<file path="src/rtl/mem_map_pkg.sv">
// Shared definitions for the CPU memory bus controller.
// Contents:
//   - the address map (start/end of each device window)
//   - the region, FSM state and bus-owner enums
//   - decode_region(): maps an address to the region that claims it
package mem_map_pkg;

   localparam logic [31:0] LEDS_START = 32'h5000_0000;
   localparam logic [31:0] LEDS_END   = 32'h5000_0FFF;
   localparam logic [31:0] SEG_START  = 32'h6000_0000;
   localparam logic [31:0] SEG_END    = 32'h6000_0FFF;
   localparam logic [31:0] BTN_START  = 32'h7000_0000;
   localparam logic [31:0] BTN_END    = 32'h7000_0FFF;
   localparam logic [31:0] RAM_START  = 32'h8000_0000;
   localparam logic [31:0] RAM_END    = 32'h9FFF_FFFF;

   typedef enum logic [2:0] {REG_NONE, REG_RAM, REG_LEDS, REG_SEG, REG_BTN} region_e;
   typedef enum logic [1:0] {IDLE, ACCESS, RESP} state_e;
   typedef enum logic {FETCH, DATA} owner_e;

   function automatic region_e decode_region(input logic [31:0] addr);
      region_e r;
      r = REG_NONE;
      if      (addr >= LEDS_START && addr <= LEDS_END) r = REG_LEDS;
      else if (addr >= SEG_START  && addr <= SEG_END)  r = REG_SEG;
      else if (addr >= BTN_START  && addr <= BTN_END)  r = REG_BTN;
      else if (addr >= RAM_START  && addr <= RAM_END)  r = REG_RAM;
      return r;
   endfunction

endpackage

</file>
<file path="src/rtl/mem_bus_ctrl.sv">
// Sequences CPU memory traffic (instruction fetch + data load/store) onto the
// shared RAM/MMIO bus, one transaction at a time.
// Ports:
//   clk_i, rst_ni                 clock, synchronous active-low reset
//   if_req/addr -> if_gnt/rvalid/err/rdata        fetch port
//   d_req/we/be/addr/wdata -> d_gnt/rvalid/err/rdata   data port
//   bus_addr/we/be/wdata_o        latched transaction, valid only in ACCESS
//   en_*_o                        one-hot device enables (zero outside ACCESS)
//   *_rdata_i                     device read data
module mem_bus_ctrl
   import mem_map_pkg::*;
#(
   parameter int RAM_LATENCY = 2
) (
   input  logic        clk_i,
   input  logic        rst_ni,
   input  logic        if_req_i,
   input  logic [31:0] if_addr_i,
   output logic        if_gnt_o,
   output logic        if_rvalid_o,
   output logic        if_err_o,
   output logic [31:0] if_rdata_o,
   input  logic        d_req_i,
   input  logic        d_we_i,
   input  logic [3:0]  d_be_i,
   input  logic [31:0] d_addr_i,
   input  logic [31:0] d_wdata_i,
   output logic        d_gnt_o,
   output logic        d_rvalid_o,
   output logic        d_err_o,
   output logic [31:0] d_rdata_o,
   output logic [31:0] bus_addr_o,
   output logic        bus_we_o,
   output logic [3:0]  bus_be_o,
   output logic [31:0] bus_wdata_o,
   output logic        en_ram_o,
   output logic        en_leds_o,
   output logic        en_7_seg_lcd_o,
   output logic        en_buttons_o,
   input  logic [31:0] ram_rdata_i,
   input  logic [31:0] leds_rdata_i,
   input  logic [31:0] seg_rdata_i,
   input  logic [31:0] buttons_rdata_i
);

   localparam int CNT_W = $clog2(RAM_LATENCY + 1);

   state_e          state;
   owner_e          owner, last_owner;
   region_e         region_q;
   logic [31:0]     addr_q, wdata_q, rdata_q;
   logic            we_q, err_q;
   logic [3:0]      be_q;
   logic [CNT_W-1:0] cnt;

   // Grant decision; gated by reset so no grant pulse is shown on an edge
   // that will not latch anything.
   logic gnt_if, gnt_d;
   always_comb begin
      gnt_if = 1'b0;
      gnt_d  = 1'b0;
      if (rst_ni && state == IDLE) begin
         if (if_req_i && d_req_i) begin
            // Contention: alternate away from whoever went last.
            if (last_owner == FETCH) gnt_d  = 1'b1;
            else                     gnt_if = 1'b1;
         end else begin
            gnt_if = if_req_i;
            gnt_d  = d_req_i;
         end
      end
   end

   logic [31:0] sel_addr;
   region_e     sel_region;
   logic        sel_fault;
   assign sel_addr   = gnt_d ? d_addr_i : if_addr_i;
   assign sel_region = decode_region(sel_addr);
   // Instructions may only come from RAM.
   assign sel_fault  = (sel_region == REG_NONE) || (gnt_if && sel_region != REG_RAM);

   logic access_last;
   assign access_last = (region_q != REG_RAM) || (cnt == CNT_W'(RAM_LATENCY - 1));

   logic [31:0] dev_rdata;
   always_comb begin
      case (region_q)
         REG_RAM:  dev_rdata = ram_rdata_i;
         REG_LEDS: dev_rdata = leds_rdata_i;
         REG_SEG:  dev_rdata = seg_rdata_i;
         REG_BTN:  dev_rdata = buttons_rdata_i;
         default:  dev_rdata = 32'h0;
      endcase
   end

   always_ff @(posedge clk_i) begin
      if (!rst_ni) begin
         state      <= IDLE;
         owner      <= FETCH;
         last_owner <= FETCH;
         region_q   <= REG_NONE;
         addr_q     <= 32'h0;
         wdata_q    <= 32'h0;
         rdata_q    <= 32'h0;
         we_q       <= 1'b0;
         be_q       <= 4'h0;
         err_q      <= 1'b0;
         cnt        <= '0;
      end else begin
         case (state)
            IDLE: begin
               if (gnt_if || gnt_d) begin
                  owner    <= gnt_d ? DATA : FETCH;
                  addr_q   <= sel_addr;
                  we_q     <= gnt_d & d_we_i;
                  be_q     <= gnt_d ? d_be_i : 4'hF;
                  wdata_q  <= gnt_d ? d_wdata_i : 32'h0;
                  region_q <= sel_region;
                  err_q    <= sel_fault;
                  rdata_q  <= 32'h0;
                  cnt      <= '0;
                  state    <= sel_fault ? RESP : ACCESS;
               end
            end
            ACCESS: begin
               if (access_last) begin
                  rdata_q <= we_q ? 32'h0 : dev_rdata;
                  state   <= RESP;
               end else begin
                  cnt <= cnt + 1'b1;
               end
            end
            RESP: begin
               last_owner <= owner;
               state      <= IDLE;
            end
            default: state <= IDLE;
         endcase
      end
   end

   logic in_access, in_resp;
   assign in_access = (state == ACCESS);
   assign in_resp   = (state == RESP);

   assign if_gnt_o = gnt_if;
   assign d_gnt_o  = gnt_d;

   assign bus_addr_o  = in_access ? addr_q  : 32'h0;
   assign bus_we_o    = in_access & we_q;
   assign bus_be_o    = in_access ? be_q    : 4'h0;
   assign bus_wdata_o = in_access ? wdata_q : 32'h0;

   assign en_ram_o       = in_access && region_q == REG_RAM;
   assign en_leds_o      = in_access && region_q == REG_LEDS;
   assign en_7_seg_lcd_o = in_access && region_q == REG_SEG;
   assign en_buttons_o   = in_access && region_q == REG_BTN;

   assign if_rvalid_o = in_resp && owner == FETCH;
   assign d_rvalid_o  = in_resp && owner == DATA;
   assign if_err_o    = if_rvalid_o & err_q;
   assign d_err_o     = d_rvalid_o & err_q;
   assign if_rdata_o  = (if_rvalid_o && !err_q) ? rdata_q : 32'h0;
   assign d_rdata_o   = (d_rvalid_o && !err_q) ? rdata_q : 32'h0;

endmodule

</file>
<file path="config.mk">
export PLATFORM = sky130hd
export DESIGN_NAME = mem_bus_ctrl
export DESIGN_NICKNAME = d
export VERILOG_FILES = /design/src/rtl/mem_map_pkg.sv /design/src/rtl/mem_bus_ctrl.sv
export SDC_FILE = /design/constraint.sdc
export NUM_CORES = 1
export LEC_CHECK = 0
export CAP_MARGIN = 0
export CORE_ASPECT_RATIO = 0.6
export CORE_MARGIN = 2
export CORE_UTILIZATION = 35
export DETAILED_ROUTE_END_ITERATION = 10
export PLACE_DENSITY = 0.73
export SLEW_MARGIN = 20
export SYNTH_ARGS = -nofsm -noshare
export SYNTH_HDL_FRONTEND = slang
export SYNTH_SLANG_ARGS = --single-unit
</file>
<file path="constraint.sdc">
create_clock -name clk_i -period 3.5 [get_ports clk_i]
set_input_delay 0.525 -clock clk_i [delete_from_list [all_inputs] [get_ports clk_i]]
set_output_delay 0.525 -clock clk_i [all_outputs]
set_load 0.02 [all_outputs]
</file>
# --- After elaboration in Yosys (flattened, before gate mapping) ---
# Index checks and enable logic that the tools add are counted.
totals:
  register_bits: 111
  inputBits: 233
  output_inout_bits: 143
  wordCells: 94
classes:
  addsub: 1
  magnitude_cmp: 8
  eq_ne: 12
  muxes: 31
  n_bitwise: 5
  n_reduce_logical: 26
op_table:
  columns: ["cell", "count"]
  rows:
  - ["32-bit 2-to-1 mux", 9]
  - ["32-bit case mux with 4 select lines", 1]
  - ["32-bit by 31-bit >= comparator with 1-bit output, second input constant", 3]
  - ["32-bit by 31-bit <= comparator with 1-bit output, second input constant", 3]
  - ["32-bit case mux with 2 select lines", 1]
  - ["32-bit >= comparator, second input constant", 1]
  - ["32-bit <= comparator, second input constant", 1]
  - ["1-bit logical AND", 15]
  - ["2-bit 2-to-1 mux", 5]
  - ["3-bit 2-to-1 mux", 3]
  - ["1-bit 2-to-1 mux", 8]
  - ["4-bit 2-to-1 mux", 2]
  - ["2-bit case mux with 2 select lines", 2]
  - ["3-bit by 2-bit equality test with 1-bit output, second input constant", 2]
  - ["3-bit by 1-bit != test with 1-bit output, second input constant", 2]
  - ["3-bit AND reduction", 2]
  - ["1-bit bitwise AND", 4]
  - ["2-bit by 1-bit equality test with 1-bit output, second input constant", 2]
  - ["2-bit != test, second input constant", 2]
  - ["2-bit AND reduction", 2]
  - ["3-bit by 1-bit equality test with 1-bit output, second input constant", 1]
  - ["3-bit equality test, second input constant", 1]
  - ["3-bit logical NOT", 1]
  - ["1-bit logical OR", 3]
  - ["7 further kinds", 7]

# --- Logic depth before layout (Yosys ltp) ---
logic_depth:
  word_depth: 16
  ltp_mapped: 9
  ltp_nobuf: 7

# --- Least setup slack after synthesis ---
# OpenSTA, ideal clock, no wires.
synth_path:
  path_type: "in2out"
  start: "input port rst_ni"
  end: "output port d_gnt_o"
  t_arrival_ns: 1.503
  required_time_ns: 2.975
  path_slack_ns: 1.472
  cell_stages: 6
  n_path_buf: 3
  path_cell_list: "buf_4 nor3b_4 nand2_4 inv_2 buf_4 buf_2"
synth_between:
  elab_chain_cells: 2
synth_rtl:
  columns: ["item", "line", "source"]
  rows:
  - ["from (decl)", "mem_bus_ctrl.sv:16", "input logic rst_ni,"]
  - ["1-bit logical AND", "mem_bus_ctrl.sv:62", "if (rst_ni && state == IDLE) begin"]
  - ["1-bit 2-to-1 mux", "mem_bus_ctrl.sv:62", null]
  - ["to (decl)", "mem_bus_ctrl.sv:28", "output logic d_gnt_o,"]
# Every way passes these cells.

# --- Final worst setup path ---
layout_path:
  start: "register state[0]"
  end: "output port bus_wdata_o[25]"
layout_between:
  elab_chain_cells: 2
layout_rtl:
  columns: ["item", "line", "source"]
  rows:
  - ["from (decl)", "mem_bus_ctrl.sv:48", "state_e state;"]
  - ["from (signal assigned)", "mem_bus_ctrl.sv:122", "state <= sel_fault ? RESP : ACCESS;"]
  - ["2-bit by 1-bit equality test with 1-bit output", "mem_bus_ctrl.sv:143", "assign in_access = (state == ACCESS);"]
  - ["32-bit 2-to-1 mux", "mem_bus_ctrl.sv:152", "assign bus_wdata_o = in_access ? wdata_q : 32'h0;"]
  - ["to (decl)", "mem_bus_ctrl.sv:35", "output logic [31:0] bus_wdata_o,"]
# Every way passes these cells.

==> out/results.tsv <==
metric	value	unit
fraction of registers with async set/reset	0	%
Sum Neg Setup Slack	0	ns
r2r worst-path depth	8	
crit-path max FO	23	
crit path DAT	2.50	ns
first-pass GRT wire length	37.9	mm
most common cell after layout, fill and taps aside	clkdlybuf4s50_1	
worst min path class	reg -> reg	
switching share of power	27.1	%
fin nets	1318	
Syn-to-layout area delta	69.4	%
height of the die	106	um
gr usage total	25.8	%
HP Start	rdata_q[18]$_SDFFE_PN0P_	
Max Cap Viol	0	
initial antenna violation count	1	
clock buffer count from CTS	9	
Setup crit start kind	register	
final std cells w/o fill	1324	
Fin Clk Skew	0.0149	ns
reg2reg start	state[1]$_SDFFE_PN0P_	
Post-CTS Setup Bufs	0	
Max IR drop VDD	0.222	mV
Period Utilization, post-route	86.5	%
P_sw	828	uW
Die W	175	um
number of global-route vias before repair	6592	
Core ar.	0.0171	mm2
most frequent cells in the layout	clkdlybuf4s50_1, and2_1, dfxtp_1	
clock-pin slew on the worst setup and hold paths	0.08	ns
clock share of power	33.8	%
Setup violations, final	0	
leading register cell type out of synthesis	dfxtp_1	
Congestion Overflow GR	0	
Min Hold Slack	0.466	ns
clk buf depth	2	
Internal Power	2220	uW
Setup CP Type	reg -> out	
Netlist Area Pre-Place	0.00612	mm2
CTS sink count	111	
hold path cells	2	
Unique masters post-synth	46	
required time of the critical path	2.97	ns
Die ar.	0.0186	mm2
Inst Count DP	1307	
boundary pin count	376	
combinational share of power	21.4	%
flops & latches, synth	111	
largest net degree at the start of global routing	82	
share of layout cells above drive strength 1	4.87	%
sequential fraction of the synthesis area	36.3	%
drc violations	0	
post-CTS sizing	0	
post-synthesis net count	983	
CTS tree	yes	
Pins Over Slew Limit	0	
H-tree Lvls	3	
initial core utilization	35.7	%
leak pwr	0.00403	uW
Layout Utilization	60.5	%
Worst Hold Endpoint	rdata_q[18]$_SDFFE_PN0P_	
Final ANT Viol Nets	0	
max_slew headroom	50.6	%
syn_area_per_cell	8.17	um2
FF-to-FF setup slack	1.23	ns
clock root buffer master	clkbuf_16	
Reg power frac	44.8	%
final wirelength	24.8	mm
number of synthesized flops with an enable pin	0	
Cells after Synth	749	
count of buffers from port buffering	375	
Hold Fails Final Rpt	0	
Fmax	330	MHz
Least-Margin Pin Slew	0.742	ns
RSZ-0062 raised after global routing	no	
hpwl dp	18.8	mm
Core Rows	37	
post-route cell area	0.0104	mm2
Critical Path Sink Type	primary output	
Period minus WS final	3.03	ns
placed cell area	0.0101	mm2
Pre-antenna DRT Iters	5	
routability cong.	0.864	
outcome	finished clean	
initial drt markers	422	
RR Endpoint	state[0]$_SDFFE_PN0P_	
vias per std cell	5.22	
hold_buf cts	0	
drt wl/cell	18.7	um
pwr dens	294	mW/mm2
Syn. warnings	0	
DR vias	6906	
worst skew pair latency	0.35	ns
==> critical path, cell delays in order, from the launching register on <==
cell and delay [ns]:
dfxtp_1 0.50, nor2b_4 0.52, buf_4 0.33, and2_1 0.15, clkdlybuf4s50_1 0.65
==> state kept, by name (all words and copies together), names as in the netlist <==
name        flops
addr_q         32
be_q            4
cnt             2
err_q           1
last_owner      1
owner           1
rdata_q        32
region_q        3
state           2
wdata_q        32
we_q            1
==> synth_stat cells (2+ instances only) <==
| library cell | instances | share of area (%) |
|---|---|---|
| inv_1 | 3 | 0.18 |
| nand3b_1 | 3 | 0.37 |
| a21oi_1 | 7 | 0.57 |
| a221oi_1 | 32 | 4.6 |
| dfxtp_1 | 111 | 36 |
| or3_1 | 2 | 0.20 |
| and2_1 | 142 | 15 |
| a22oi_1 | 33 | 4.0 |
| o41ai_1 | 2 | 0.29 |
| nand4_1 | 8 | 0.82 |
| nor2_1 | 8 | 0.49 |
| o21ai_1 | 7 | 0.57 |
| o31ai_1 | 3 | 0.37 |
| nor3b_2 | 3 | 0.61 |
| o211a_1 | 31 | 5.1 |
| nand4b_1 | 4 | 0.57 |
| buf_2 | 18 | 1.5 |
| buf_4 | 2 | 0.25 |
| o221a_2 | 4 | 0.74 |
| o21a_1 | 2 | 0.25 |
| inv_2 | 2 | 0.12 |
| clkbuf_1 | 47 | 2.9 |
| nand2b_1 | 3 | 0.31 |
| a22o_1 | 32 | 4.6 |
| and3b_1 | 2 | 0.29 |
| nand2_1 | 104 | 6.4 |
| nor4_1 | 11 | 1.1 |
| nand3_1 | 38 | 3.1 |
| o21ai_0 | 32 | 2.6 |
| nor2b_1 | 36 | 3.7 |
| nor3b_1 | 2 | 0.25 |
==> per-stage QoR <==
step / total power (uW) / worst slack (ns)
3_5_place_dp: 2040 / 0.586
2_1_floorplan: 1660 / 1.47
4_1_cts: 3080 / 0.441
3_3_place_gp: 2040 / 0.659
6_report: 3050 / 0.472
5_1_grt: 3190 / 0.294
==> power groups by stage <==
stage                     logic [uW]  registers [uW]  clock network (uW)
final                            653            1370                1030
after global routing             705            1380                1110
after CTS                        652            1370                1060
after detailed placement         649            1390                   0
after global placement           644            1390                   0
after floorplan                  285            1380                   0
==> layout make-up <==
cell class | count | area (um2)
fill | 1536 | 6760
sequential | 111 | 2220
timing repair buffer | 391 | 3890
clock inverter | 5 | 48.8
clock buffer | 11 | 243
tap | 234 | 293
multi-input combinational | 566 | 3650
inverter | 5 | 18.8
antenna | 1 | 2.50
==> how the worst max path moves through the flow <==
stage,start,to,slack [ns],depth (start not counted)
final,state[0]$_SDFFE_PN0P_,bus_wdata_o[25],0.47,4
after global routing,state[0]$_SDFFE_PN0P_,bus_wdata_o[5],0.29,4
after CTS,state[0]$_SDFFE_PN0P_,bus_wdata_o[5],0.44,4
after detailed placement,d_req_i,state[0]$_SDFFE_PN0P_,0.59,9
after global placement,d_req_i,addr_q[20]$_SDFFE_PN0P_,0.66,9
after floorplan,rst_ni,d_gnt_o,1.47,6
==> cell families after synthesis <==
logic type	count (synthesis)	share of synthesized area, %
AOI/OAI and AO/OA	193	24.9
adders and majority gates	1	0.204
buffers and inverters	72	4.90
DFF	111	36.3
muxes	1	0.164
and+or+nand+nor	371	33.5
==> per-layer routing <==
| layer | vias up | global-route usage (%) | wire [um] | part of all wire (%) |
|---|---|---|---|---|
| met3 | 34 | 8.55 | 2390 | 9.6 |
| met4 | 0 | 6.96 | 539 | 2.2 |
| met5 | - | 0 | 0 | 0 |
| met1 | 3206 | 35.9 | 11500 | 46 |
| li1 | 3349 | - | - | - |
| met2 | 317 | 38.0 | 10400 | 42 |
Note: power is estimated with default switching activity, not from simulation.
